`src/rtl/fetchpc_if.sv`:
```
// Instruction-bus request/response and F/D delivery handshake for the fetch stage.
// master = fetch stage, slave = bus + decode side.
interface fetchpc_if;
  logic        ireq_valid;
  logic [63:0] ireq_addr;
  logic        iresp_data_ok;
  logic [31:0] iresp_data;
  logic        fd_valid;
  logic        fd_ready;
  logic [63:0] fd_pc;
  logic [31:0] fd_instr;
  logic        fd_exc;

  modport master (
    output ireq_valid, ireq_addr, fd_valid, fd_pc, fd_instr, fd_exc,
    input  iresp_data_ok, iresp_data, fd_ready
  );

  modport slave (
    input  ireq_valid, ireq_addr, fd_valid, fd_pc, fd_instr, fd_exc,
    output iresp_data_ok, iresp_data, fd_ready
  );
endinterface

```
`src/rtl/fetchpc.sv`:
```
// Fetch-stage PC register and instruction-bus sequencer with a one-entry
// instruction buffer feeding the F/D register; redirects squash the in-flight fetch.
module fetchpc #(
  parameter logic [63:0] PCINIT = 64'h8000_0000
) (
  input  logic        clk,
  input  logic        reset,
  input  logic [63:0] pc_selected,
  input  logic        redirect,
  output logic [63:0] predPC,
  fetchpc_if.master   bus
);
  typedef enum logic [1:0] {FETCH, HOLD, FLUSHWAIT} state_t;

  state_t      state, state_next;
  logic [63:0] pc_q, pc_next;
  logic [63:0] pend_q, pend_next;
  logic [31:0] buf_instr, buf_instr_next;
  logic        buf_exc, buf_exc_next;
  logic        aligned;

  assign aligned = (pc_q[1:0] == 2'b00);
  assign predPC  = pc_q + 64'd4;

  always_ff @(posedge clk) begin
    if (reset) begin
      state     <= FETCH;
      pc_q      <= PCINIT;
      pend_q    <= 64'd0;
      buf_instr <= 32'd0;
      buf_exc   <= 1'b0;
    end else begin
      state     <= state_next;
      pc_q      <= pc_next;
      pend_q    <= pend_next;
      buf_instr <= buf_instr_next;
      buf_exc   <= buf_exc_next;
    end
  end

  always_comb begin
    state_next     = state;
    pc_next        = pc_q;
    pend_next      = pend_q;
    buf_instr_next = buf_instr;
    buf_exc_next   = buf_exc;
    unique case (state)
      FETCH: begin
        if (!aligned) begin
          // No bus access for a misaligned PC; fabricate the faulting slot instead.
          if (redirect) begin
            pc_next = pc_selected;
          end else begin
            buf_instr_next = 32'd0;
            buf_exc_next   = 1'b1;
            state_next     = HOLD;
          end
        end else if (bus.iresp_data_ok) begin
          if (redirect) begin
            pc_next = pc_selected;
          end else begin
            buf_instr_next = bus.iresp_data;
            buf_exc_next   = 1'b0;
            state_next     = HOLD;
          end
        end else if (redirect) begin
          // Request must stay on the bus until answered, so park the target.
          pend_next  = pc_selected;
          state_next = FLUSHWAIT;
        end
      end
      HOLD: begin
        if (redirect || bus.fd_ready) begin
          pc_next    = pc_selected;
          state_next = FETCH;
        end
      end
      FLUSHWAIT: begin
        if (bus.iresp_data_ok) begin
          pc_next    = redirect ? pc_selected : pend_q;
          state_next = FETCH;
        end else if (redirect) begin
          pend_next = pc_selected;
        end
      end
      default: state_next = FETCH;
    endcase
  end

  assign bus.ireq_valid = ~reset & (((state == FETCH) & aligned) | (state == FLUSHWAIT));
  assign bus.ireq_addr  = pc_q;
  assign bus.fd_valid   = (state == HOLD) & ~redirect;
  assign bus.fd_pc      = pc_q;
  assign bus.fd_instr   = buf_instr;
  assign bus.fd_exc     = buf_exc;
endmodule

```
`src/flat_wrapper.sv`:
```
// flat-port wrapper written by rule: the top's interface ports become plain ports
module fetchpc_flat 
#(
  parameter logic [63:0] PCINIT = 64'h8000_0000
)
  (clk, reset, pc_selected, redirect, predPC, bus_ireq_valid, bus_ireq_addr, bus_fd_valid, bus_fd_pc, bus_fd_instr, bus_fd_exc, bus_iresp_data_ok, bus_iresp_data, bus_fd_ready);
  fetchpc_if bus_i ();
  input  logic clk;
  input  logic reset;
  input  logic [63:0] pc_selected;
  input  logic redirect;
  output logic [63:0] predPC;
  output wire logic [$bits(bus_i.ireq_valid)-1:0] bus_ireq_valid;
  output wire logic [$bits(bus_i.ireq_addr)-1:0] bus_ireq_addr;
  output wire logic [$bits(bus_i.fd_valid)-1:0] bus_fd_valid;
  output wire logic [$bits(bus_i.fd_pc)-1:0] bus_fd_pc;
  output wire logic [$bits(bus_i.fd_instr)-1:0] bus_fd_instr;
  output wire logic [$bits(bus_i.fd_exc)-1:0] bus_fd_exc;
  input wire logic [$bits(bus_i.iresp_data_ok)-1:0] bus_iresp_data_ok;
  input wire logic [$bits(bus_i.iresp_data)-1:0] bus_iresp_data;
  input wire logic [$bits(bus_i.fd_ready)-1:0] bus_fd_ready;
  assign bus_ireq_valid = bus_i.ireq_valid;
  assign bus_ireq_addr = bus_i.ireq_addr;
  assign bus_fd_valid = bus_i.fd_valid;
  assign bus_fd_pc = bus_i.fd_pc;
  assign bus_fd_instr = bus_i.fd_instr;
  assign bus_fd_exc = bus_i.fd_exc;
  assign bus_i.iresp_data_ok = bus_iresp_data_ok;
  assign bus_i.iresp_data = bus_iresp_data;
  assign bus_i.fd_ready = bus_fd_ready;
  fetchpc #(.PCINIT(PCINIT)) u_core (.clk(clk), .reset(reset), .pc_selected(pc_selected), .redirect(redirect), .predPC(predPC), .bus(bus_i));
endmodule
```
`config.mk`:
```
export PLATFORM = sky130hd
export DESIGN_NAME = fetchpc_flat
export DESIGN_NICKNAME = d
export VERILOG_FILES = /design/src/rtl/fetchpc_if.sv /design/src/rtl/fetchpc.sv /design/src/flat_wrapper.sv
export SDC_FILE = /design/constraint.sdc
export NUM_CORES = 1
export LEC_CHECK = 0
export CAP_MARGIN = 20
export CORE_ASPECT_RATIO = 1.25
export CORE_MARGIN = 5
export CORE_UTILIZATION = 44
export DETAILED_ROUTE_END_ITERATION = 8
export GPL_TIMING_DRIVEN = 0
export PLACE_DENSITY = 0.93
export SYNTH_ARGS = -nofsm -noshare
export SYNTH_HDL_FRONTEND = slang
export SYNTH_SLANG_ARGS = --single-unit
```
`constraint.sdc`:
```
create_clock -name clk -period 3.05 [get_ports clk]
set_input_delay 0.61 -clock clk [delete_from_list [all_inputs] [get_ports clk]]
set_output_delay 0.61 -clock clk [all_outputs]
set_load 0.01 [all_outputs]
```
* Yosys cells after proc, flatten, opt, wreduce, memory -nomap -nowiden
Index checks and enable logic that the tools add are counted.
** Cells by class
- Shift-type cells :: 0
- $lt $le $gt $ge :: 0
- Equal/unequal tests :: 10
- Multiply operators :: 0
- Reduce and logical (&&, ||, !) cells :: 9
- Muxes and demuxes :: 25
- Bitwise operators :: 6
- $add $sub $neg :: 1
- Div/mod/pow operators :: 0
** Operator list (number)
- two-way mux 64 bit :: 8
- one-hot mux 64 bit (3 select lines) :: 1
- two-way mux 32 bit :: 4
- one-hot mux 64 bit (2 select lines) :: 1
- adder 64 x 3 -> 64 bit, second input constant :: 1
- two-way mux 2 bit :: 6
- AND reduction 4 bit :: 2
- inequality test 2 x 1 -> 1 bit, second input constant :: 3
- inequality test 2 bit, second input constant :: 3
- one-hot mux 2 bit (3 select lines) :: 1
- zero test 2 bit :: 2
- two-way mux 1 bit :: 4
- inequality test 4 bit, second input constant :: 1
- bitwise AND 1 bit :: 3
- inequality test 3 bit, second input constant :: 1
- AND reduction 3 bit :: 1
- nonzero test 3 bit :: 1
- == test 2 x 1 -> 1 bit, second input constant :: 1
- == test 2 bit, second input constant :: 1
- inverter 1 bit :: 2
- AND reduction 2 bit :: 1
- nonzero test 2 bit :: 1
- logical OR 1 bit :: 1
- bitwise OR 1 bit :: 1
** Storage, ports and cells
- Memory bits (read-only) :: 0
- Latch bits :: 0
- Memories kept :: 0
- Flip-flop bits (word level) :: 163
- RAM bits :: 0

* Logic depth before layout (Yosys ltp)
- Depth after elaboration :: 4
- Depth in mapped cells :: 7
- Gate-level depth less buffers :: 6

* Worst setup path after synthesis
OpenSTA, ideal clock, no wires.
- Path type :: reg-to-output
- From :: register u_core.pc_q[2] (netlist: u_core.bus.fd_pc[2])
- To :: output port predPC[54]
- Data required time :: 2.440 ns
- Setup slack :: 0.432 ns
- Stages on the path, launching flop included :: 7
- Data arrival time :: 2.008 ns
- Cell sequence :: dfxtp_1 -> ha_1 -> nand3_2 -> nor3_2 -> nand4_2 -> nor4_2 -> xor2_1
** Between the ends
- Cells in the longest elaborated chain, start to end :: 1
** Ends and longest elaborated chain
- from (decl) :: RTL line fetchpc.sv:16 : logic [63:0] pc_q, pc_next;
- from (signal assigned) :: RTL line fetchpc.sv:34 : pc_q <= pc_next;
- adder 64 x 3 -> 64 bit :: RTL line fetchpc.sv:23 : assign predPC = pc_q + 64'd4;
- to (decl) :: RTL line flat_wrapper.sv:12 : output logic [63:0] predPC;
No other way between the ends.

* Worst setup path in the final report
- From :: register u_core.pc_q[3] (netlist: u_core.bus.fd_pc[3])
- To :: output port predPC[42]
The elaborated chain is that of the path after synthesis.

==> impl_metrics.py <==
metrics = {
    "clocking": {
        "numCtsBuffers": 17,
        "clock_sinks": 163,
        "clk-insertion-delay-late_ps": 420,
        "cts_tree": "done",
        "cts_max_path_buffers": 2,
        "h-tree-depth": 4,
        "clock-root-buffer": "clkbuf_16",
        "cts.clk_slew.worst_paths_ps": 60,
    },
    "global_routing": {
        "antenna_found_initial": 0,
        "grt_pass1_wl_um": 45110,
        "grtUsageMet1": 0.2833,
        "grt_use_total": 0.2697,
        "grtUsageMet3": 0.06021,
        "grt.busiest_layer": "met2",
        "grtUsageMet2": 0.4951,
        "grt_pass1_vias": 8610,
        "grt_remaining_overflow": 0,
        "grt_max_degree": 17,
    },
    "floorplanning": {
        "coreArea_mm2": 0.01803,
        "io_pins": 328,
        "num_rows": 55,
        "die-width_um": 130.9,
        "start_util": 0.4459,
        "die_h_um": 161.1,
        "dieArea_mm2": 0.02109,
    },
    "finish": {
        "seqCellArea_mm2": 0.003369,
        "fillers": 1254,
        "area_growth_pct": 60.50,
        "nets": 1469,
        "diodes": 0,
        "fin_util": 0.7158,
        "multi_input_area_mm2": 0.004298,
        "final_layout_size_suffix_gt1_frac": 0.2083,
    },
    "timing": {
        "worst_slew_pin_slew_ps": 859.1,
        "fin_tns_setup_ps": -45.28,
        "fin_ws_ps": -43.88,
        "max_freq_ghz": 0.3232,
        "finClkSkew_ps": 6.603,
        "relSlewSlack": 0.4272,
        "hold_slack_ps": 451.5,
        "fin_crit_ps": 3094,
        "finalMaxSlewViolations": 0,
        "fin_crit_sh": 1.014,
        "rsz0062_at_grt": "true",
        "setup_violations": 2,
        "hold_violations": 0,
    },
    "synthesis": {
        "synth-edff-count": 0,
        "synth-compound-area-share": 0.1246,
        "synthDistinctLibCells": 39,
        "ys_warn_count": 0,
        "async_flop_share": 0,
        "synth_nets": 1082,
        "synth_top_family_by_area": "simple AND/OR/NAND/NOR gates",
        "synth_mux_area_frac": 0.07983,
        "synth-seq-cells": 163,
        "seq_area_frac_synth": 0.4059,
        "synthCells": 980,
        "yosys.area_share.simple": 0.2225,
        "ys.flop_type": "dfxtp_1",
        "synthAdderAreaFrac": 0.001556,
        "synth_area_mm2": 0.008040,
        "synth_xor_area_frac": 0.06536,
        "syn_avg_cell_area_um2": 8.204,
    },
    "worst_setup_path": {
        "crit_path_start_kind": "register",
        "crit_required_ps": 2440,
        "path_cells": "ha_4 -> nand3_2 -> nor3_4 -> buf_12 -> buf_12 -> and3_2 -> nand2_1 -> xnor2_1 -> clkdlybuf4s15_1",
        "path_buf_inv": 3,
        "crit_type": "register to primary output",
        "cp_max_fo": 6,
        "cp-end-kind": "primary output",
        "cp_slowest_cell": "dfxtp_2",
        "cp_top_family": "simple AND/OR/NAND/NOR gates",
        "critPathArrivalTime_ps": 2480,
        "r2r_start": "u_core.bus.fd_pc[0]",
        "startpoint": "u_core.bus.fd_pc[3]",
        "cp_common_cell": "buf_12",
        "critPathMaxStageDelay_ps": 400,
    },
    "job": {
        "max_cap_viol_count": 0,
    },
    "pwr": {
        "max-vdd-ir-drop_v": 0.0004123,
        "power_density_mw_per_mm2": 583.7,
        "p_leak_nw": 5.011,
        "power.total_mw": 7.533,
    },
    "drt": {
        "wl_per_cell_um": 18.92,
        "ant_nets": 0,
        "drtPass1Iterations": 5,
        "wl_um": 30380,
        "vias_per_cell": 5.407,
        "remaining_drc_errors": 0,
        "drtIter0Drc": 491,
        "vias": 8684,
    },
    "place": {
        "dp_hpwl_um": 21480,
        "gp_congestion": 0.8513,
        "post-place-ws_ps": -790.4,
        "port_buffers": 326,
    },
    "run_status": {
        "failed_checks": "negative setup slack",
        "status": "finished with violations",
    },
    "min_path": {
        "hold_class": "register to register",
        "hp-start": "u_core.bus.fd_instr[5]",
    },
}
==> path summary, 6_finish.rpt <==
kind	cells past startpoint	to	slack [ps]
max	9	predPC[42]	-40
min	2	u_core.bus.fd_instr[5]	450
max reg2reg	7	u_core.bus.fd_pc[55]	440
min reg2reg	2	u_core.bus.fd_instr[5]	450
==> state kept, by name (all words and copies together), names as in the netlist <==
register and flops:
u_core.pend_q 64, u_core.bus.fd_exc 1, u_core.bus.fd_pc 64, u_core.bus.fd_instr 32, u_core.state 2
==> kinds of logic after synthesis <==
family,count (synthesis)
adders and majority gates,1
and+or+nand+nor,385
DFF,163
muxes,64
AOI/OAI and AO/OA,165
xor gates and xnor gates,60
buffers and inverters,142
==> routing by layer <==
metal / share of wire / vias to the layer above
met1: 0.35 / 4119
met4: 0.052 / 0
met3: 0.061 / 99
met2: 0.54 / 393
met5: 0 / -
li1: - / 4073
==> worst register-to-register path: cells and delay by family (launching register included) <==
family                 cells  cell delay (ps)
buffers and inverters      2             1180
AOI/OAI and AO/OA          2              450
DFF                        1              520
and+or+nand+nor            3              370
==> cell usage after synthesis (2+ instances only) <==
master	count	area share
nand2_1	182	0.085
dfxtp_1	163	0.41
a21oi_1	97	0.060
nor2_1	79	0.037
buf_4	66	0.062
a211oi_1	64	0.060
mux2i_1	63	0.078
nand3_1	54	0.034
clkbuf_1	45	0.021
xnor2_1	34	0.037
xor2_1	26	0.028
nor3_1	21	0.013
buf_2	19	0.012
nand4_1	13	0.010
inv_1	11	0.0051
nor4_1	5	0.0039
nor4_2	4	0.0062
nand3_2	3	0.0037
nand4_2	3	0.0047
and2_1	2	0.0016
and2_2	2	0.0019
and4_1	2	0.0022
and4_2	2	0.0025
nand2b_1	2	0.0016
nor2b_1	2	0.0016
nor3_2	2	0.0025
nor4_4	2	0.0053
==> layout by cell type (no fill, tap or decap), types with 19 or more instances in the layout <==
| master | count |
|---|---|
| clkdlybuf4s50_1 | 278 |
| nand2_1 | 180 |
| dfxtp_1 | 116 |
| buf_4 | 101 |
| a21oi_1 | 97 |
| nor2_1 | 77 |
| a211oi_1 | 64 |
| mux2i_1 | 63 |
| nand3_1 | 47 |
| clkbuf_1 | 47 |
| xnor2_1 | 34 |
| dfxtp_2 | 28 |
| buf_2 | 27 |
| xor2_1 | 26 |
| clkbuf_2 | 19 |
| dfxtp_4 | 19 |
==> power breakdown <==
group          switching [mW]  leakage [nW]  internal [mW]
combinational            1.18          3.36           1.34
sequential              0.352          1.36           2.40
clock                   0.848         0.299           1.41
total                    2.38          5.01           5.15
==> timing repair <==
action / CTS / global route
setup endpoints to repair: 52 / 35
resized for setup: 145 / 105
pin swaps: 14 / 20
hold buffers: 0 / 0
endpoints found under the hold margin: 0 / 0
setup buffers: 18 / 25
==> area by class of cell <==
| type | count | area share |
|---|---|---|
| Sequential cell | 163 | 0.2611 |
| Inverter | 11 | 0.003200 |
| Tap cell | 228 | 0.02211 |
| Buffer | 130 | 0.05885 |
| Timing Repair Buffer | 369 | 0.2740 |
| Multi-Input combinational cell | 675 | 0.3330 |
| Clock buffer | 21 | 0.03568 |
| Clock inverter | 9 | 0.01202 |
==> metrics by stage <==
stage / cell area [um2] / std cells
2_1_floorplan: 8040 / 980
3_3_place_gp: 11590 / 1534
3_5_place_dp: 11590 / 1534
4_1_cts: 12650 / 1581
5_1_grt: 12900 / 1606
6_report: 12900 / 1606
No activity file was read; power rests on OpenSTA's default activity.
